<file path="src/rtl/axi_lite_xbar_n.sv">
// axi_lite_xbar_n: 1-master to NS-slave AXI-Lite crossbar.
// Targets are decoded by mask/base. Unmapped addresses are answered locally with DECERR.
// Only one transaction is outstanding at a time. When read and write requests arrive
// together, the two channels are granted alternately.
module axi_lite_xbar_n #(
    parameter int              NS       = 2,
    parameter int              AW       = 32,
    parameter int              DW       = 32,
    parameter logic [NS*AW-1:0] SLV_BASE = {32'h80000000, 32'h02000000},
    parameter logic [NS*AW-1:0] SLV_MASK = {32'hF8000000, 32'hFFFF0000}
) (
    input  logic                 clk,
    input  logic                 rst,
    // master-side AR / R
    input  logic [AW-1:0]        s_araddr,
    input  logic                 s_arvalid,
    output logic                 s_arready,
    output logic [DW-1:0]        s_rdata,
    output logic [1:0]           s_rresp,
    output logic                 s_rvalid,
    input  logic                 s_rready,
    // master-side AW / W / B
    input  logic [AW-1:0]        s_awaddr,
    input  logic                 s_awvalid,
    output logic                 s_awready,
    input  logic [DW-1:0]        s_wdata,
    input  logic [DW/8-1:0]      s_wstrb,
    input  logic                 s_wvalid,
    output logic                 s_wready,
    output logic [1:0]           s_bresp,
    output logic                 s_bvalid,
    input  logic                 s_bready,
    // slave side (address and write data are broadcast)
    output logic [AW-1:0]        m_araddr,
    output logic [AW-1:0]        m_awaddr,
    output logic [DW-1:0]        m_wdata,
    output logic [DW/8-1:0]      m_wstrb,
    output logic [NS-1:0]        m_arvalid,
    output logic [NS-1:0]        m_awvalid,
    output logic [NS-1:0]        m_wvalid,
    input  logic [NS-1:0]        m_arready,
    input  logic [NS-1:0]        m_awready,
    input  logic [NS-1:0]        m_wready,
    input  logic [NS*DW-1:0]     m_rdata,
    input  logic [NS*2-1:0]      m_rresp,
    input  logic [NS*2-1:0]      m_bresp,
    input  logic [NS-1:0]        m_rvalid,
    input  logic [NS-1:0]        m_bvalid,
    output logic [NS-1:0]        m_rready,
    output logic [NS-1:0]        m_bready
);

    localparam int   SW      = (NS > 1) ? $clog2(NS) : 1;
    localparam logic PRIO_RD = 1'b0;
    localparam logic PRIO_WR = 1'b1;

    typedef enum logic [2:0] {
        ST_IDLE    = 3'd0,
        ST_RD_REQ  = 3'd1,
        ST_RD_RESP = 3'd2,
        ST_WR_REQ  = 3'd3,
        ST_WR_RESP = 3'd4
    } state_t;

    state_t        r_state;
    state_t        w_state_nx;
    logic [SW-1:0] r_sel;
    logic [SW-1:0] w_sel_nx;
    logic          r_err;
    logic          w_err_nx;
    logic          r_aw_done;
    logic          w_aw_done_nx;
    logic          r_w_done;
    logic          w_w_done_nx;
    logic          r_prio;
    logic          w_prio_nx;
    logic [SW:0]   w_dec_rd;
    logic [SW:0]   w_dec_wr;

    // Returns {miss, index}. The loop runs downward so the lowest hitting slave wins.
    function automatic logic [SW:0] decode(input logic [AW-1:0] addr);
        logic [SW:0] res;
        res = {1'b1, {SW{1'b0}}};
        for (int i = NS - 1; i >= 0; i--) begin
            if ((addr & SLV_MASK[i*AW +: AW]) == SLV_BASE[i*AW +: AW]) begin
                res = {1'b0, SW'(i)};
            end
        end
        return res;
    endfunction

    assign w_dec_rd = decode(s_araddr);
    assign w_dec_wr = decode(s_awaddr);

    assign m_araddr = s_araddr;
    assign m_awaddr = s_awaddr;
    assign m_wdata  = s_wdata;
    assign m_wstrb  = s_wstrb;

    // State, target selection and arbitration registers.
    always_ff @(posedge clk or posedge rst) begin
        if (rst) begin
            r_state   <= ST_IDLE;
            r_sel     <= {SW{1'b0}};
            r_err     <= 1'b0;
            r_aw_done <= 1'b0;
            r_w_done  <= 1'b0;
            r_prio    <= PRIO_RD;
        end else begin
            r_state   <= w_state_nx;
            r_sel     <= w_sel_nx;
            r_err     <= w_err_nx;
            r_aw_done <= w_aw_done_nx;
            r_w_done  <= w_w_done_nx;
            r_prio    <= w_prio_nx;
        end
    end

    // Next state and channel routing. The registered target alone steers the handshakes.
    always_comb begin
        w_state_nx   = r_state;
        w_sel_nx     = r_sel;
        w_err_nx     = r_err;
        w_aw_done_nx = r_aw_done;
        w_w_done_nx  = r_w_done;
        w_prio_nx    = r_prio;
        s_arready    = 1'b0;
        s_rvalid     = 1'b0;
        s_rdata      = {DW{1'b0}};
        s_rresp      = 2'b00;
        s_awready    = 1'b0;
        s_wready     = 1'b0;
        s_bvalid     = 1'b0;
        s_bresp      = 2'b00;
        m_arvalid    = {NS{1'b0}};
        m_awvalid    = {NS{1'b0}};
        m_wvalid     = {NS{1'b0}};
        m_rready     = {NS{1'b0}};
        m_bready     = {NS{1'b0}};
        case (r_state)
            ST_IDLE: begin
                // A bubble cycle: only the grant is decided here, nothing handshakes.
                if (s_arvalid && (!s_awvalid || (r_prio == PRIO_RD))) begin
                    w_state_nx = ST_RD_REQ;
                    w_sel_nx   = w_dec_rd[SW-1:0];
                    w_err_nx   = w_dec_rd[SW];
                    if (s_awvalid) begin
                        w_prio_nx = PRIO_WR;
                    end else begin
                        w_prio_nx = r_prio;
                    end
                end else if (s_awvalid) begin
                    w_state_nx = ST_WR_REQ;
                    w_sel_nx   = w_dec_wr[SW-1:0];
                    w_err_nx   = w_dec_wr[SW];
                    if (s_arvalid) begin
                        w_prio_nx = PRIO_RD;
                    end else begin
                        w_prio_nx = r_prio;
                    end
                end else begin
                    w_state_nx = ST_IDLE;
                end
            end
            ST_RD_REQ: begin
                if (r_err) begin
                    s_arready = 1'b1;
                end else begin
                    m_arvalid[r_sel] = s_arvalid;
                    s_arready        = m_arready[r_sel];
                end
                if (s_arvalid && s_arready) begin
                    w_state_nx = ST_RD_RESP;
                end else begin
                    w_state_nx = ST_RD_REQ;
                end
            end
            ST_RD_RESP: begin
                if (r_err) begin
                    s_rvalid = 1'b1;
                    s_rdata  = {DW{1'b0}};
                    s_rresp  = 2'b11;
                end else begin
                    s_rvalid        = m_rvalid[r_sel];
                    s_rdata         = m_rdata[r_sel*DW +: DW];
                    s_rresp         = m_rresp[r_sel*2 +: 2];
                    m_rready[r_sel] = s_rready;
                end
                if (s_rvalid && s_rready) begin
                    w_state_nx = ST_IDLE;
                end else begin
                    w_state_nx = ST_RD_RESP;
                end
            end
            ST_WR_REQ: begin
                // A channel that has already handshaken is masked so it cannot be accepted twice.
                if (!r_aw_done) begin
                    if (r_err) begin
                        s_awready = 1'b1;
                    end else begin
                        m_awvalid[r_sel] = s_awvalid;
                        s_awready        = m_awready[r_sel];
                    end
                end else begin
                    s_awready = 1'b0;
                end
                if (!r_w_done) begin
                    if (r_err) begin
                        s_wready = 1'b1;
                    end else begin
                        m_wvalid[r_sel] = s_wvalid;
                        s_wready        = m_wready[r_sel];
                    end
                end else begin
                    s_wready = 1'b0;
                end
                w_aw_done_nx = r_aw_done | (s_awvalid & s_awready);
                w_w_done_nx  = r_w_done | (s_wvalid & s_wready);
                if (w_aw_done_nx && w_w_done_nx) begin
                    w_state_nx   = ST_WR_RESP;
                    w_aw_done_nx = 1'b0;
                    w_w_done_nx  = 1'b0;
                end else begin
                    w_state_nx = ST_WR_REQ;
                end
            end
            ST_WR_RESP: begin
                if (r_err) begin
                    s_bvalid = 1'b1;
                    s_bresp  = 2'b11;
                end else begin
                    s_bvalid        = m_bvalid[r_sel];
                    s_bresp         = m_bresp[r_sel*2 +: 2];
                    m_bready[r_sel] = s_bready;
                end
                if (s_bvalid && s_bready) begin
                    w_state_nx = ST_IDLE;
                end else begin
                    w_state_nx = ST_WR_RESP;
                end
            end
            default: begin
                w_state_nx = ST_IDLE;
            end
        endcase
    end

endmodule
</file>
<file path="config.mk">
export PLATFORM = sky130hd
export DESIGN_NAME = axi_lite_xbar_n
export DESIGN_NICKNAME = d
export VERILOG_FILES = /design/src/rtl/axi_lite_xbar_n.sv
export SDC_FILE = /design/constraint.sdc
export NUM_CORES = 1
export LEC_CHECK = 0
export BUFFER_PORTS_ARGS = -buffer_cell sky130_fd_sc_hd__buf_2
export CAP_MARGIN = 20
export CORE_AREA = 2 2 134 136
export DETAILED_ROUTE_END_ITERATION = 10
export DIE_AREA = 0 0 136 138
export GPL_ROUTABILITY_DRIVEN = 0
export PLACE_DENSITY = 0.41
export SLEW_MARGIN = 5
export SYNTH_ARGS = -nofsm -noshare
export SYNTH_HDL_FRONTEND = slang
export SYNTH_SLANG_ARGS = --single-unit
</file>
<file path="constraint.sdc">
create_clock -name clk -period 1.7 [get_ports clk]
set_clock_uncertainty 0.2 [all_clocks]
set_input_delay 0 -clock clk [delete_from_list [all_inputs] [get_ports clk]]
set_output_delay 0 -clock clk [all_outputs]
set_load 0.01 [all_outputs]
</file>
==> impl_metrics.env <==
export IMPL_status="finished with violations"
export IMPL_failed_checks="hold timing, setup timing"
export IMPL_cp_num_buf_inv=2
export IMPL_crit_path_top_delay_cell="dfrtp_1"
export IMPL_clk_latency_ps=230
export IMPL_path_clk_slew_ps=40
export IMPL_synth_cell_types=39
export IMPL_yosysSeqAreaShare_pct=9.86
export IMPL_cp_end_kind="primary output"
export IMPL_path_cells="nor2_2 -> nand2_1 -> or2_4 -> clkbuf_16 -> nor2_1 -> buf_2"
export IMPL_antenna_diode_count=0
export IMPL_worstMarginPinSlew_ps=421
export IMPL_hold_violations=4
export IMPL_vias_per_cell=3.57
export IMPL_yosysWarnings=0
export IMPL_route_layer_met1_wl_um=3610
export IMPL_cts_root_buf="clkbuf_16"
export IMPL_vdd_drop_max_uv=381
export IMPL_netlist_instances=280
export IMPL_top_layer="met4"
export IMPL_syn_area_um2=2030
export IMPL_pre_cts_slack_ps=25.0
export IMPL_min_path_type="in -> out"
export IMPL_cp_required_ps=1500
export IMPL_p_leak_nw=1.89
export IMPL_max_freq_mhz=571
export IMPL_timing_hold_ws_ps=-1.03
export IMPL_grt_pass1_vias=2370
export IMPL_grt_usage_pct=8.61
export IMPL_numCtsBuffers=3
export IMPL_total_power_mw=3.10
export IMPL_yosys_area_top_type="buf_4"
export IMPL_cp_max_fo=16
export IMPL_cts_tree="built"
export IMPL_grt_max_degree=33
export IMPL_nets=667
export IMPL_fin_cells=706
export IMPL_area_growth_pct=97.2
export IMPL_syn_nets=469
export IMPL_ant_nets=0
export IMPL_synth_common_cells="100 x buf_4, 51 x nor2_1, 32 x mux2i_1, 11 x nor2b_1"
export IMPL_hpwl_um=7190
export IMPL_num_vias=2518
export IMPL_initial_core_util_pct=11.6
export IMPL_synthTopCellsByArea="buf_4 37%, mux2i_1 16%, dfrtp_1 9.9%"
export IMPL_coreArea_um2=17500
export IMPL_die_w_um=136
export IMPL_synth_ff_type="dfrtp_1"
export IMPL_dieArea_um2=18800
export IMPL_max_cap_viol_count=0
export IMPL_startpoint_type="flip-flop"
export IMPL_drc=0
export IMPL_cts_sinks=8
export IMPL_finalMaxSlewViolations=0
export IMPL_async_flop_share_pct=100
export IMPL_slew_headroom_pct=71.7
export IMPL_wl_met3_um=705
export IMPL_period_share_pct=103
export IMPL_wl_met2_um=5440
export IMPL_wl_um=9790
export IMPL_grt_overflow=0
export IMPL_worstSetupPathType="reg -> out"
export IMPL_cp_top_family="simple AND/OR/NAND/NOR gates"
export IMPL_yosys_area_top_type_share_pct=37.0
export IMPL_htreeDepth=1
export IMPL_port_buffers=203
export IMPL_ys_ff_latch=8
export IMPL_syn_area_per_cell_um2=7.25
export IMPL_max_stage_delay_ps=380
export IMPL_rsz0062_at_grt="yes"
export IMPL_dp_cells=612
export IMPL_cts_buffer_depth=2
export IMPL_grt_pass1_wl_um=12900
export IMPL_drt_iter0_drc=20
export IMPL_drive_gt1_share_pct=59.1
export IMPL_wl_per_cell_um=13.9
export IMPL_io_pins=340
export IMPL_finalCriticalPeriod_ps=1750
export IMPL_drtPass1Iterations=4
export IMPL_setup_viol=27
export IMPL_powerDensity_nw_per_um2=774
export IMPL_synth_edf_count=0
export IMPL_std_cell_rows=49
export IMPL_die_y_um=138
export IMPL_crit_arrival_ps=1550
export IMPL_antenna_found_initial=0
export IMPL_fin_ws_ps=-50.1
export IMPL_synth_most_common_cell="buf_4"
[logic make-up after synthesis]
| logic type | count (synthesis) | synth area share, % |
|---|---|---|
| DFF | 8 | 9.86 |
| and+or+nand+nor | 94 | 21.6 |
| AOI/OAI and AO/OA | 28 | 10.3 |
| xor gates and xnor gates | 1 | 0.431 |
| buffers and inverters | 116 | 41.5 |
| muxes | 33 | 16.3 |
[registers in the layout, summed over array words and instances (netlist names)]
register   flops
r_prio         1
r_w_done       1
r_state        3
r_sel          1
r_aw_done      1
r_err          1
[metal layers]
metal / vias up / GRT usage, %
met1: 1120 / 10.1
met3: 4 / 2.02
li1: 1235 / -
met2: 159 / 16.5
met4: 0 / 0.329
met5: - / 0
[final cells by class]
cell class | instances | area [um2]
Clock buffer | 4 | 78.8
Fill cell | 1974 | 13500
Inverter | 4 | 15.0
Multi-Input combinational cell | 156 | 1240
Sequential cell | 8 | 204
Tap cell | 229 | 287
Timing Repair Buffer | 305 | 2180
[layout by cell type, fill, tap and decap left out, types with 2 or more instances in the layout]
master           n
o21a_1           2
a41oi_1          2
nor3_1           2
nor2_1          31
buf_6           15
nor2_4          12
nor2_2           8
dlygate4sd3_1   74
nand3_1          5
dfrtp_2          3
mux2i_2          5
a21o_1           2
nor2b_1         10
nand2_1          7
a211oi_1         3
a211oi_2         3
inv_1            4
mux2i_1         22
buf_4           16
nor4_1           5
dfrtp_1          5
o221ai_1         2
clkbuf_16        7
a21oi_1          2
buf_2          191
buf_12           4
o21ai_1          3
nor3_2           4
mux2i_4          5
[worst reg2reg max path, delay by kind of cell, from the launching register on]
family                 cells  cell delay, ps
AND/OR/NAND/NOR            2             270
AO/OA/AOI/OAI              2             560
flip-flops                 1             440
buffers and inverters      1             150
[path summary, 6_finish.rpt]
path	from	to	slack [ps]	depth (start not counted)
setup / recovery	r_state[0]$_DFF_PP0_	s_rdata[10]	-50	6
hold / removal	s_araddr[17]	m_araddr[17]	-1	2
setup reg to reg	r_sel$_DFFE_PP0P_	r_aw_done$_DFFE_PP0N_	-40	5
hold reg to reg	r_prio$_DFFE_PP0P_	r_prio$_DFFE_PP0P_	270	1
max in group asynchronous	rst	r_state[1]$_DFF_PP0_	950	3
min in group asynchronous	rst	r_w_done$_DFFE_PP0N_	80	3
[where the power goes]
part           switching [mW]  internal (mW)  total (mW)
clock                   0.100          0.313       0.413
combinational            1.14           1.16        2.31
sequential              0.102          0.279       0.381
[metrics by stage]
step | setup TNS [ps] | cell area (um2) | utilization, %
floorplan | 0 | 2030 | -
global placement | 0 | 2620 | 15.0
detailed placement | 0 | 2620 | 15.0
CTS | -1370 | 3530 | 20.1
global route | -3330 | 4010 | 22.8
finish | -585 | 4010 | 22.8
[timing repair]
item,4_1_cts,5_1_grt
endpoints found under the setup margin,41,46
resized for setup,8,75
hold buffers,74,0
pin swaps,2,19
endpoints found under the hold margin,80,0
cloned,0,4
setup buffers,6,6
Note: power is estimated with default switching activity, not from simulation.
